**config.mk**
```make
export PLATFORM = sky130hd
export DESIGN_NAME = bram_fifo_ctrl
export DESIGN_NICKNAME = d
export VERILOG_FILES = /design/src/rtl/bram_fifo_pkg.sv /design/src/rtl/fifo_out_skid.sv /design/src/rtl/bram_fifo_ctrl.sv
export SDC_FILE = /design/constraint.sdc
export NUM_CORES = 1
export LEC_CHECK = 0
export ABC_AREA = 0
export BUFFER_PORTS_ARGS = -buffer_cell sky130_fd_sc_hd__clkbuf_2
export CAP_MARGIN = 20
export CORE_MARGIN = 2
export CORE_UTILIZATION = 50
export CTS_CLUSTER_DIAMETER = 60
export DETAILED_ROUTE_END_ITERATION = 6
export MAX_ROUTING_LAYER = met4
export PLACE_DENSITY = 0.76
export RECOVER_POWER = 100
export SETUP_SLACK_MARGIN = 0.1
export SLEW_MARGIN = 40
export SYNTH_ARGS = -nofsm -noshare
export SYNTH_HDL_FRONTEND = slang
export SYNTH_SLANG_ARGS = --single-unit
```
**constraint.sdc**
```tcl
create_clock -name clk -period 7 [get_ports clk]
set_input_delay 0.35 -clock clk [delete_from_list [all_inputs] [get_ports clk]]
set_output_delay 0.35 -clock clk [all_outputs]
set_load 0.02 [all_outputs]
```
**src/rtl/bram_fifo_pkg.sv**
```systemverilog
// Shared types and helpers for the BRAM-backed FWFT FIFO controller.
// Holds the output-buffer occupancy encoding and the count-width helper.
package bram_fifo_pkg;

    typedef enum logic [1:0] {
        OUT_EMPTY = 2'd0,
        OUT_ONE   = 2'd1,
        OUT_TWO   = 2'd2
    } out_occ_t;

    // count spans BRAM depth plus in-flight read plus two buffer slots
    function automatic int count_width(input int addr_width);
        return addr_width + 2;
    endfunction

endpackage

```
**src/rtl/fifo_out_skid.sv**
```systemverilog
// Two-entry output buffer that hides the BRAM read latency.
// Ports: clk, rst_n, push/push_data in; valid/ready/data out; occ out.
module fifo_out_skid
    import bram_fifo_pkg::*;
#(
    parameter int DATA_WIDTH = 8
) (
    input  logic                  clk,
    input  logic                  rst_n,
    input  logic                  push,
    input  logic [DATA_WIDTH-1:0] push_data,
    output logic                  valid,
    input  logic                  ready,
    output logic [DATA_WIDTH-1:0] data,
    output out_occ_t              occ
);

    out_occ_t              state;
    out_occ_t              state_nxt;
    logic [DATA_WIDTH-1:0] head;
    logic [DATA_WIDTH-1:0] tail;
    logic                  pop;
    logic                  load_head;
    logic                  head_from_tail;
    logic                  load_tail;

    assign valid = (state != OUT_EMPTY);
    assign pop   = valid && ready;
    assign data  = head;
    assign occ   = state;

    always_ff @(posedge clk or negedge rst_n) begin
        if (!rst_n) begin
            state <= OUT_EMPTY;
        end else begin
            state <= state_nxt;
        end
    end

    // The controller never pushes into a full buffer without a pop.
    always_comb begin
        state_nxt      = state;
        load_head      = 1'b0;
        head_from_tail = 1'b0;
        load_tail      = 1'b0;
        case (state)
            OUT_EMPTY: begin
                if (push) begin
                    state_nxt = OUT_ONE;
                    load_head = 1'b1;
                end
            end
            OUT_ONE: begin
                if (push && pop) begin
                    load_head = 1'b1;
                end else if (push) begin
                    state_nxt = OUT_TWO;
                    load_tail = 1'b1;
                end else if (pop) begin
                    state_nxt = OUT_EMPTY;
                end
            end
            OUT_TWO: begin
                if (pop) begin
                    load_head      = 1'b1;
                    head_from_tail = 1'b1;
                    if (push) begin
                        load_tail = 1'b1;
                    end else begin
                        state_nxt = OUT_ONE;
                    end
                end
            end
            default: begin
                state_nxt = OUT_EMPTY;
            end
        endcase
    end

    always_ff @(posedge clk or negedge rst_n) begin
        if (!rst_n) begin
            head <= '0;
            tail <= '0;
        end else begin
            if (load_head) begin
                head <= head_from_tail ? tail : push_data;
            end
            if (load_tail) begin
                tail <= push_data;
            end
        end
    end

endmodule

```
**src/rtl/bram_fifo_ctrl.sv**
```systemverilog
// FWFT FIFO controller driving a dual-port BRAM (A write, B read).
// Ports: wr_* / rd_* handshakes, count, mem_* BRAM pins.
// Optional BRAM_FIFO_STATS_EN adds max_level and ovf_attempts outputs.
module bram_fifo_ctrl
    import bram_fifo_pkg::*;
#(
    parameter int ADDR_WIDTH = 10,
    parameter int DATA_WIDTH = 8
) (
    input  logic                  clk,
    input  logic                  rst_n,
    input  logic                  wr_valid,
    output logic                  wr_ready,
    input  logic [DATA_WIDTH-1:0] wr_data,
    output logic                  rd_valid,
    input  logic                  rd_ready,
    output logic [DATA_WIDTH-1:0] rd_data,
    output logic [ADDR_WIDTH+1:0] count,
`ifdef BRAM_FIFO_STATS_EN
    output logic [ADDR_WIDTH+1:0] max_level,
    output logic [15:0]           ovf_attempts,
`endif
    output logic [ADDR_WIDTH-1:0] mem_addr_a,
    output logic [DATA_WIDTH-1:0] mem_din_a,
    output logic                  mem_we_a,
    output logic [ADDR_WIDTH-1:0] mem_addr_b,
    input  logic [DATA_WIDTH-1:0] mem_dout_b,
    output logic                  mem_we_b
);

    localparam int CW = count_width(ADDR_WIDTH);
    localparam logic [ADDR_WIDTH:0] DEPTH_V = {1'b1, {ADDR_WIDTH{1'b0}}};

    logic [ADDR_WIDTH-1:0] wr_ptr;
    logic [ADDR_WIDTH-1:0] rd_ptr;
    logic [ADDR_WIDTH:0]   mem_count;
    logic                  inflight;
    logic                  wr_acc;
    logic                  pop;
    logic                  rd_en;
    logic [2:0]            level;
    out_occ_t              occ;
    logic [1:0]            occ_bits;

    assign wr_ready = (mem_count != DEPTH_V);
    // Gating with rst_n keeps the BRAM write strobe quiet during reset.
    assign wr_acc   = wr_valid && wr_ready && rst_n;
    assign pop      = rd_valid && rd_ready;
    assign occ_bits = occ;

    // Keep at most two words between the in-flight read and the buffer.
    assign level = {1'b0, occ_bits} + {2'b00, inflight};
    assign rd_en = (mem_count != '0) && (level < 3'd2 + {2'b00, pop});

    assign mem_addr_a = wr_ptr;
    assign mem_din_a  = wr_data;
    assign mem_we_a   = wr_acc;
    assign mem_addr_b = rd_ptr;
    assign mem_we_b   = 1'b0;

    assign count = CW'(mem_count) + CW'(inflight) + CW'(occ_bits);

    always_ff @(posedge clk or negedge rst_n) begin
        if (!rst_n) begin
            wr_ptr    <= '0;
            rd_ptr    <= '0;
            mem_count <= '0;
            inflight  <= 1'b0;
        end else begin
            inflight <= rd_en;
            if (wr_acc) begin
                wr_ptr <= wr_ptr + 1'b1;
            end
            if (rd_en) begin
                rd_ptr <= rd_ptr + 1'b1;
            end
            case ({wr_acc, rd_en})
                2'b10:   mem_count <= mem_count + 1'b1;
                2'b01:   mem_count <= mem_count - 1'b1;
                default: mem_count <= mem_count;
            endcase
        end
    end

    fifo_out_skid #(
        .DATA_WIDTH (DATA_WIDTH)
    ) u_skid (
        .clk       (clk),
        .rst_n     (rst_n),
        .push      (inflight),
        .push_data (mem_dout_b),
        .valid     (rd_valid),
        .ready     (rd_ready),
        .data      (rd_data),
        .occ       (occ)
    );

`ifdef BRAM_FIFO_STATS_EN
    always_ff @(posedge clk or negedge rst_n) begin
        if (!rst_n) begin
            max_level    <= '0;
            ovf_attempts <= '0;
        end else begin
            if (count > max_level) begin
                max_level <= count;
            end
            if (wr_valid && !wr_ready && ovf_attempts != 16'hFFFF) begin
                ovf_attempts <= ovf_attempts + 16'd1;
            end
        end
    end
`endif

endmodule

```
# --- After elaboration in Yosys (flattened, before gate mapping) ---
# Index checks and enable logic that the tools add are counted.
word_totals:
  in_bits: 20
  elab_cells: 53
  output_inout_bits: 52
  reg_bits: 50
classes:
  add_sub_neg: 8
  n_reduce_logical: 10
  magnitude_cmp: 1
  eq_ne: 10
  muxes: 17
ops:
  columns: ["operator", "count"]
  rows:
  - ["11-bit case mux with 2 select lines", 1]
  - ["10-bit by 1-bit adder with 10-bit output (second input constant)", 2]
  - ["11-bit by 1-bit adder with 12-bit output", 1]
  - ["12-bit by 2-bit adder with 12-bit output", 1]
  - ["2-bit two-way mux", 6]
  - ["11-bit by 1-bit adder with 11-bit output (second input constant)", 1]
  - ["11-bit != test (second input constant)", 1]
  - ["11-bit nonzero test", 1]
  - ["11-bit by 1-bit subtractor with 11-bit output (second input constant)", 1]
  - ["8-bit two-way mux", 1]
  - ["2-bit != test (second input constant)", 4]
  - ["1-bit two-way mux", 6]
  - ["2-bit case mux with 3 select lines", 1]
  - ["1-bit logical AND", 5]
  - ["5-bit AND reduction", 1]
  - ["2-bit by 1-bit equality test with 1-bit output (second input constant)", 2]
  - ["2-bit equality test (second input constant)", 2]
  - ["2-bit nonzero test", 2]
  - ["2-bit by 1-bit adder with 3-bit output", 1]
  - ["2-bit by 1-bit adder with 3-bit output (first input constant)", 1]
  - ["3-bit less-than comparator", 1]
  - ["3-bit != test (second input constant)", 1]
  - ["1-bit case mux with 3 select lines", 1]
  - ["2-bit zero test", 1]
  - ["1-bit case mux with 2 select lines", 1]

# --- Logic depth before layout (Yosys ltp) ---
logic_depth:
  depth_word: 7
  mapped_depth: 15
  depth_no_buf: 15

# --- Cells and area by module ---
# A second synthesis with hierarchy kept.
unflattened:
  cells_unflattened: 302
  hier_area_um2: 3161.8
by_module_without_submodules:
  columns: ["module", "seq_area_each_um2", "area_each_um2", "instances", "cells_each"]
  rows:
  - ["bram_fifo_ctrl", 800.8, 2229.6, 1, 222]
  - ["fifo_out_skid", 450.4, 932.1, 1, 80]

# --- Least setup slack after synthesis ---
# OpenSTA, ideal clock, no wires.
synth_timing:
  kind: "reg-to-reg"
  startpoint: "register u_skid.state[0] (netlist: u_skid.occ[0])"
  endpoint: "register mem_count[10]"
  synth_period_minus_slack_ns: 3.286
  n_path_buf: 0
  arrival_ns: 3.206
  required_time_ns: 6.920
  path_stages_with_launch: 15
  slack_ns: 3.714
  setup_time_ns: 0.080
  path_cell_list: "dfrtp_1 > inv_1 > ha_1 > or3b_1 > a21oi_2 > o21ai_2 > inv_1 > ha_1 > ha_1 > a21o_1 > a21oi_1 > nand2_1 > a311oi_2 > mux2i_1 > xnor2_1"
synth_via:
  elab_chain_cells: 7
  elab_cells_between_ends: 10
  cone_classes: "add/sub (2); order compare (1); eq/ne (2); mux (1); reduce/logical (4)"
synth_rtl:
  columns: ["item", "line", "text"]
  rows:
  - ["from (decl)", "fifo_out_skid.sv:18", "out_occ_t state;"]
  - ["from (signal assigned)", "fifo_out_skid.sv:36", "state <= state_nxt;"]
  - ["2-bit nonzero test", "fifo_out_skid.sv:27", "assign valid = (state != OUT_EMPTY);"]
  - ["1-bit logical AND", "bram_fifo_ctrl.sv:48", "assign pop = rd_valid && rd_ready;"]
  - ["2-bit by 1-bit adder with 3-bit output", "bram_fifo_ctrl.sv:53", "assign rd_en = (mem_count != '0) && (level < 3'd2 + {2'b00, pop});"]
  - ["3-bit less-than comparator *", "bram_fifo_ctrl.sv:53", null]
  - ["1-bit logical AND *", "bram_fifo_ctrl.sv:53", null]
  - ["net rd_en", "bram_fifo_ctrl.sv:40", "logic rd_en;"]
  - ["2-bit by 1-bit equality test with 1-bit output / 2-bit equality test (equally long branches)", "bram_fifo_ctrl.sv:77", "case ({wr_acc, rd_en})"]
  - ["11-bit case mux with 2 select lines / 2-bit nonzero test (equally long branches)", null, null]
  - ["to (signal assigned)", "bram_fifo_ctrl.sv:78", "2'b10: mem_count <= mem_count + 1'b1;"]
  - ["to (signal assigned)", "bram_fifo_ctrl.sv:79", "2'b01: mem_count <= mem_count - 1'b1;"]
  - ["to (signal assigned)", "bram_fifo_ctrl.sv:80", "default: mem_count <= mem_count;"]
  - ["to (decl)", "bram_fifo_ctrl.sv:36", "logic [ADDR_WIDTH:0] mem_count;"]
# The timed path passes the listed nets; every way through them passes the cells marked *.
# A chain may end at the register's enable or synchronous reset.

# --- Final worst setup path ---
layout_timing:
  startpoint: "input port rst_n"
  endpoint: "register mem_count[9]"
layout_via:
  elab_chain_cells: 3
  elab_cells_between_ends: 5
  cone_classes: "eq/ne (2); mux (1); reduce/logical (2)"
layout_rtl:
  columns: ["item", "line", "text"]
  rows:
  - ["from (decl)", "bram_fifo_ctrl.sv:11", "input logic rst_n,"]
  - ["1-bit logical AND *", "bram_fifo_ctrl.sv:47", "assign wr_acc = wr_valid && wr_ready && rst_n;"]
  - ["2-bit by 1-bit equality test with 1-bit output / 2-bit equality test (equally long branches)", "bram_fifo_ctrl.sv:77", null]
  - ["11-bit case mux with 2 select lines / 2-bit nonzero test (equally long branches)", null, null]
# Mark *: on every way between the ends. The rest lies on a longest branch, timed or not.

==> impl_table.tex <==
\begin{tabular}{lr}
\hline
Metric & Value \\
\hline
\multicolumn{2}{l}{\textbf{Clocking}} \\
\quad Clk buf depth & 2 \\
\quad Register clock-pin slew on the reported worst setup and hold paths & 90 ps \\
\quad Post-CTS Resized & 0 \\
\quad Number of buffers added for setup after CTS & 0 \\
\quad CTS Buf Count & 5 \\
\quad CTS tree & done \\
\quad CTS H-tree depth & 2 \\
\quad Clock latency of the later-clocked register in the worst-skew pair & $\sim$300 ps \\
\quad Cts-stage hold buffer count & 0 \\
\quad Clock sink count & 50 \\
\quad Root buf cell & sky130\_fd\_sc\_hd\_\_clkbuf\_8 \\
\multicolumn{2}{l}{\textbf{Global route}} \\
\quad Wire length of the first global-routing pass & 9620 µm \\
\quad Total Routing Usage GR & between 10\% and 20\% \\
\quad Vias in the first global route & slightly above 2,000 \\
\quad Number of antenna violations at the first check in global routing & 0 \\
\quad Maximum number of pins on one net before global-route repair & 52 \\
\quad Remaining Overflow, GRT & 0 \\
\multicolumn{2}{l}{\textbf{Synth}} \\
\quad Cell area after technology mapping & about 0.003 mm² \\
\quad Post-synthesis cell type with the largest combined area & sky130\_fd\_sc\_hd\_\_dfrtp\_1 \\
\quad Register area share after synthesis & about 42\% \\
\quad Dominant cells by area after synthesis & sky130\_fd\_sc\_hd\_\_dfrtp\_1 42\%, sky130\_fd\_sc\_hd\_\_ha\_1 7.9\%, sky130\_fd\_sc\_hd\_\_xnor2\_1 6.4\% \\
\quad Count of warnings emitted by yosys & 0 \\
\quad Flops \& latches, synth & 50 \\
\quad Gate count after technology mapping & 291 \\
\quad Syn avg cell area & 10.3 µm² \\
\quad Number of distinct library cell variants in the gate-level netlist after synthesis & between 40 and 50 \\
\quad Yosys top cell area share & 41.6\% \\
\quad Count of flip-flops with a built-in enable after synthesis & 0 \\
\quad Async SR Flop Fraction & between 90\% and 100\% \\
\quad Main flop type after synthesis & sky130\_fd\_sc\_hd\_\_dfrtp\_1 \\
\quad Synthesized netlist net count & approximately 330 \\
\multicolumn{2}{l}{\textbf{STA}} \\
\quad Sum Neg Setup Slack & 0 ps \\
\quad Final count of negative-setup-slack endpoints & 0 \\
\quad Worst-Margin Slew & 2590 ps \\
\quad Worst Skew & between 9 and 10 ps \\
\quad Hold violation total from the final report & 0 \\
\quad Max transition margin & -72.4\% \\
\quad Max-slew violation count & 52 \\
\quad Final period util & approximately two thirds \\
\quad Fmax & $\sim$210 MHz \\
\quad Minimum clock period after layout & approximately 4700 ps \\
\quad Setup repair after global routing missed its margin & false \\
\multicolumn{2}{l}{\textbf{Final layout}} \\
\quad Layout area overhead & 8.65\% \\
\quad Net count, final & roughly 380 \\
\quad Final cell utilization of the core & 55.9\% \\
\quad Finished Layout Cells & a little over 400 \\
\quad N\_diodes & 0 \\
\quad Share of layout cells above drive strength 1 & 7.06\% \\
\multicolumn{2}{l}{\textbf{Worst setup path}} \\
\quad Cell Chain, Critical Path & clkbuf\_2 -> clkbuf\_1 -> and3\_1 -> inv\_1 -> ha\_1 -> ha\_1 -> a21o\_1 -> a21oi\_1 -> o21ai\_0 -> and3\_1 -> o21a\_1 -> o31ai\_1 \\
\quad Crit path max-delay cell type & sky130\_fd\_sc\_hd\_\_clkbuf\_1 \\
\quad CP Data Required Time & roughly 7200 ps \\
\quad Slowest Stage Delay on Critical Path & about 1800 ps \\
\quad WP buf/inv & 3 \\
\quad Kind of critical path & in2reg \\
\quad Critical-path maximum fanout & 51 \\
\quad Critical path data arrival time & around 4900 ps \\
\quad Startpoint Class & primary input \\
\quad Category of the worst setup path capture point & flop \\
\quad Largest delay contributor family on the critical path & buffers and inverters \\
\multicolumn{2}{l}{\textbf{Placement}} \\
\quad Placer Congestion & 0.937 \\
\quad I/O Buffers & 54 \\
\quad Post-detail-place hpwl & approximately 4200 µm \\
\quad Number of placed instances, taps included & 407 \\
\multicolumn{2}{l}{\textbf{Die}} \\
\quad Floorplan die height & 81.6 µm \\
\quad Initial cell density of the core & 51.4\% \\
\quad Core area & between 0.005 and 0.006 mm² \\
\quad Die width & between 80 and 90 µm \\
\quad Top-level port count & roughly 70 \\
\quad FP Rows & 28 \\
\quad Die area & roughly 0.0067 mm² \\
\multicolumn{2}{l}{\textbf{Routing}} \\
\quad Routed via count divided by cell count & about 5.3 \\
\quad Violation count after the first detailed-route iteration & between 100 and 150 \\
\quad Final routed wire length divided by cell count & 13.5 µm \\
\quad Final ANT Viol Nets & 0 \\
\quad Routed Wire Length & about 5600 µm \\
\quad Number of remaining DRC errors & 0 \\
\quad Number of iterations in the first detailed-routing pass & 5 \\
\quad DR vias & around 2,200 \\
\multicolumn{2}{l}{\textbf{Hold path}} \\
\quad Type of the most critical hold path & in2reg \\
\multicolumn{2}{l}{\textbf{Run status}} \\
\quad Run status & finished, violations left \\
\quad Violations in the final reports & max-capacitance violations, max-slew violations \\
\multicolumn{2}{l}{\textbf{Run}} \\
\quad Maxcap violations & 1 \\
\hline
\end{tabular}
[metrics by stage]
step	cell area, µm²	hold WS (ps)	setup WS, ps
finish	3270	281	2270
global route	3270	265	1510
CTS	3390	163	3330
detailed placement	3280	469	3360
global placement	3280	459	3480
floorplan	3010	54.4	3710
[worst register-to-register path: stages, from the launching register on]
cell	delay (ps)
sky130_fd_sc_hd__dfrtp_1	470
sky130_fd_sc_hd__nor4_1	530
sky130_fd_sc_hd__nand3_1	130
sky130_fd_sc_hd__o21ai_0	620
sky130_fd_sc_hd__inv_1	170
sky130_fd_sc_hd__ha_1	390
sky130_fd_sc_hd__ha_1	340
sky130_fd_sc_hd__a21o_1	180
sky130_fd_sc_hd__a21oi_1	310
sky130_fd_sc_hd__o21ai_0	170
sky130_fd_sc_hd__and3_1	200
sky130_fd_sc_hd__o21a_1	170
sky130_fd_sc_hd__o31ai_1	230
[cell usage in the layout, fill, tap and decap left out, types with 13 or more instances in the layout]
cell / netlist / layout
sky130_fd_sc_hd__dfrtp_1: 50 / 50
sky130_fd_sc_hd__clkbuf_1: 1 / 44
sky130_fd_sc_hd__nand2_1: 24 / 25
sky130_fd_sc_hd__nor2_1: 21 / 22
sky130_fd_sc_hd__xnor2_1: 22 / 22
sky130_fd_sc_hd__ha_1: 19 / 19
sky130_fd_sc_hd__a21oi_1: 11 / 15
sky130_fd_sc_hd__inv_1: 14 / 14
sky130_fd_sc_hd__nand3_1: 12 / 13
sky130_fd_sc_hd__o21ai_0: 11 / 13
[per-layer routing]
metal  up-vias  wire length, µm  part of all wire [%]  global-route usage (%)
met5         -                0                     0                       -
met2        47             2650                    47                    29.5
met3         6              277                   4.9                    3.96
li1       1084                -                     -                       -
met4         0               80                   1.4                    6.33
met1      1050             2590                    46                    25.3
[cells by family after synthesis]
family | share of synthesized area [%]
buf+inv | 4.95
fa+ha+maj | 9.90
xor+xnor | 9.90
simple gates | 16.1
flops | 41.6
compound gates | 11.0
mux | 6.49
other cells | 0.125
[sequential cells by signal, indices dropped and copies added (netlist names)]
| register | cells |
|---|---|
| mem_count | 11 |
| mem_addr_a | 10 |
| mem_addr_b | 10 |
| u_skid.data | 8 |
| u_skid.tail | 8 |
| u_skid.occ | 2 |
| inflight | 1 |
[path summary, 6_finish.rpt]
path,end,from,depth (start not counted),slack (ps)
worst max-delay path,mem_count[9],rst_n,12,2270
worst min-delay path,u_skid.tail[4],mem_dout_b[4],2,280
worst max register to register,mem_count[9],mem_count[1],12,3020
worst min register to register,mem_addr_a[9],mem_addr_a[9],1,470
max in group asynchronous,u_skid.occ[0],rst_n,2,4600
min in group asynchronous,u_skid.data[3],rst_n,2,940
[cells in the mapped netlist, types with 2 or more instances]
cell / n
sky130_fd_sc_hd__dfrtp_1: 50
sky130_fd_sc_hd__nand2_1: 24
sky130_fd_sc_hd__xnor2_1: 22
sky130_fd_sc_hd__nor2_1: 21
sky130_fd_sc_hd__ha_1: 19
sky130_fd_sc_hd__inv_1: 14
sky130_fd_sc_hd__nand3_1: 12
sky130_fd_sc_hd__xor2_1: 12
sky130_fd_sc_hd__a21oi_1: 11
sky130_fd_sc_hd__o21ai_0: 11
sky130_fd_sc_hd__and3_1: 10
sky130_fd_sc_hd__buf_4: 9
sky130_fd_sc_hd__mux2i_1: 9
sky130_fd_sc_hd__mux2_1: 8
sky130_fd_sc_hd__a21o_1: 6
sky130_fd_sc_hd__nand4_1: 6
sky130_fd_sc_hd__o21a_1: 5
sky130_fd_sc_hd__a21oi_2: 3
sky130_fd_sc_hd__fa_1: 3
sky130_fd_sc_hd__nand3_2: 3
sky130_fd_sc_hd__o31ai_1: 3
sky130_fd_sc_hd__buf_2: 2
sky130_fd_sc_hd__nor2_4: 2
sky130_fd_sc_hd__nor3_1: 2
[layout make-up]
type | count | area (µm²)
fillers | 566 | 2580
inverters | 14 | 52.6
multi-input cells | 213 | 1550
flip-flops and latches | 50 | 1250
clock buffers | 7 | 96.3
well taps | 75 | 93.8
clock inverters | 1 | 8.76
repair buffers | 55 | 220
Power is left out: the tool's default activity adds up to more than one toggle a clock period on the data nets, which glitch-free logic cannot reach.
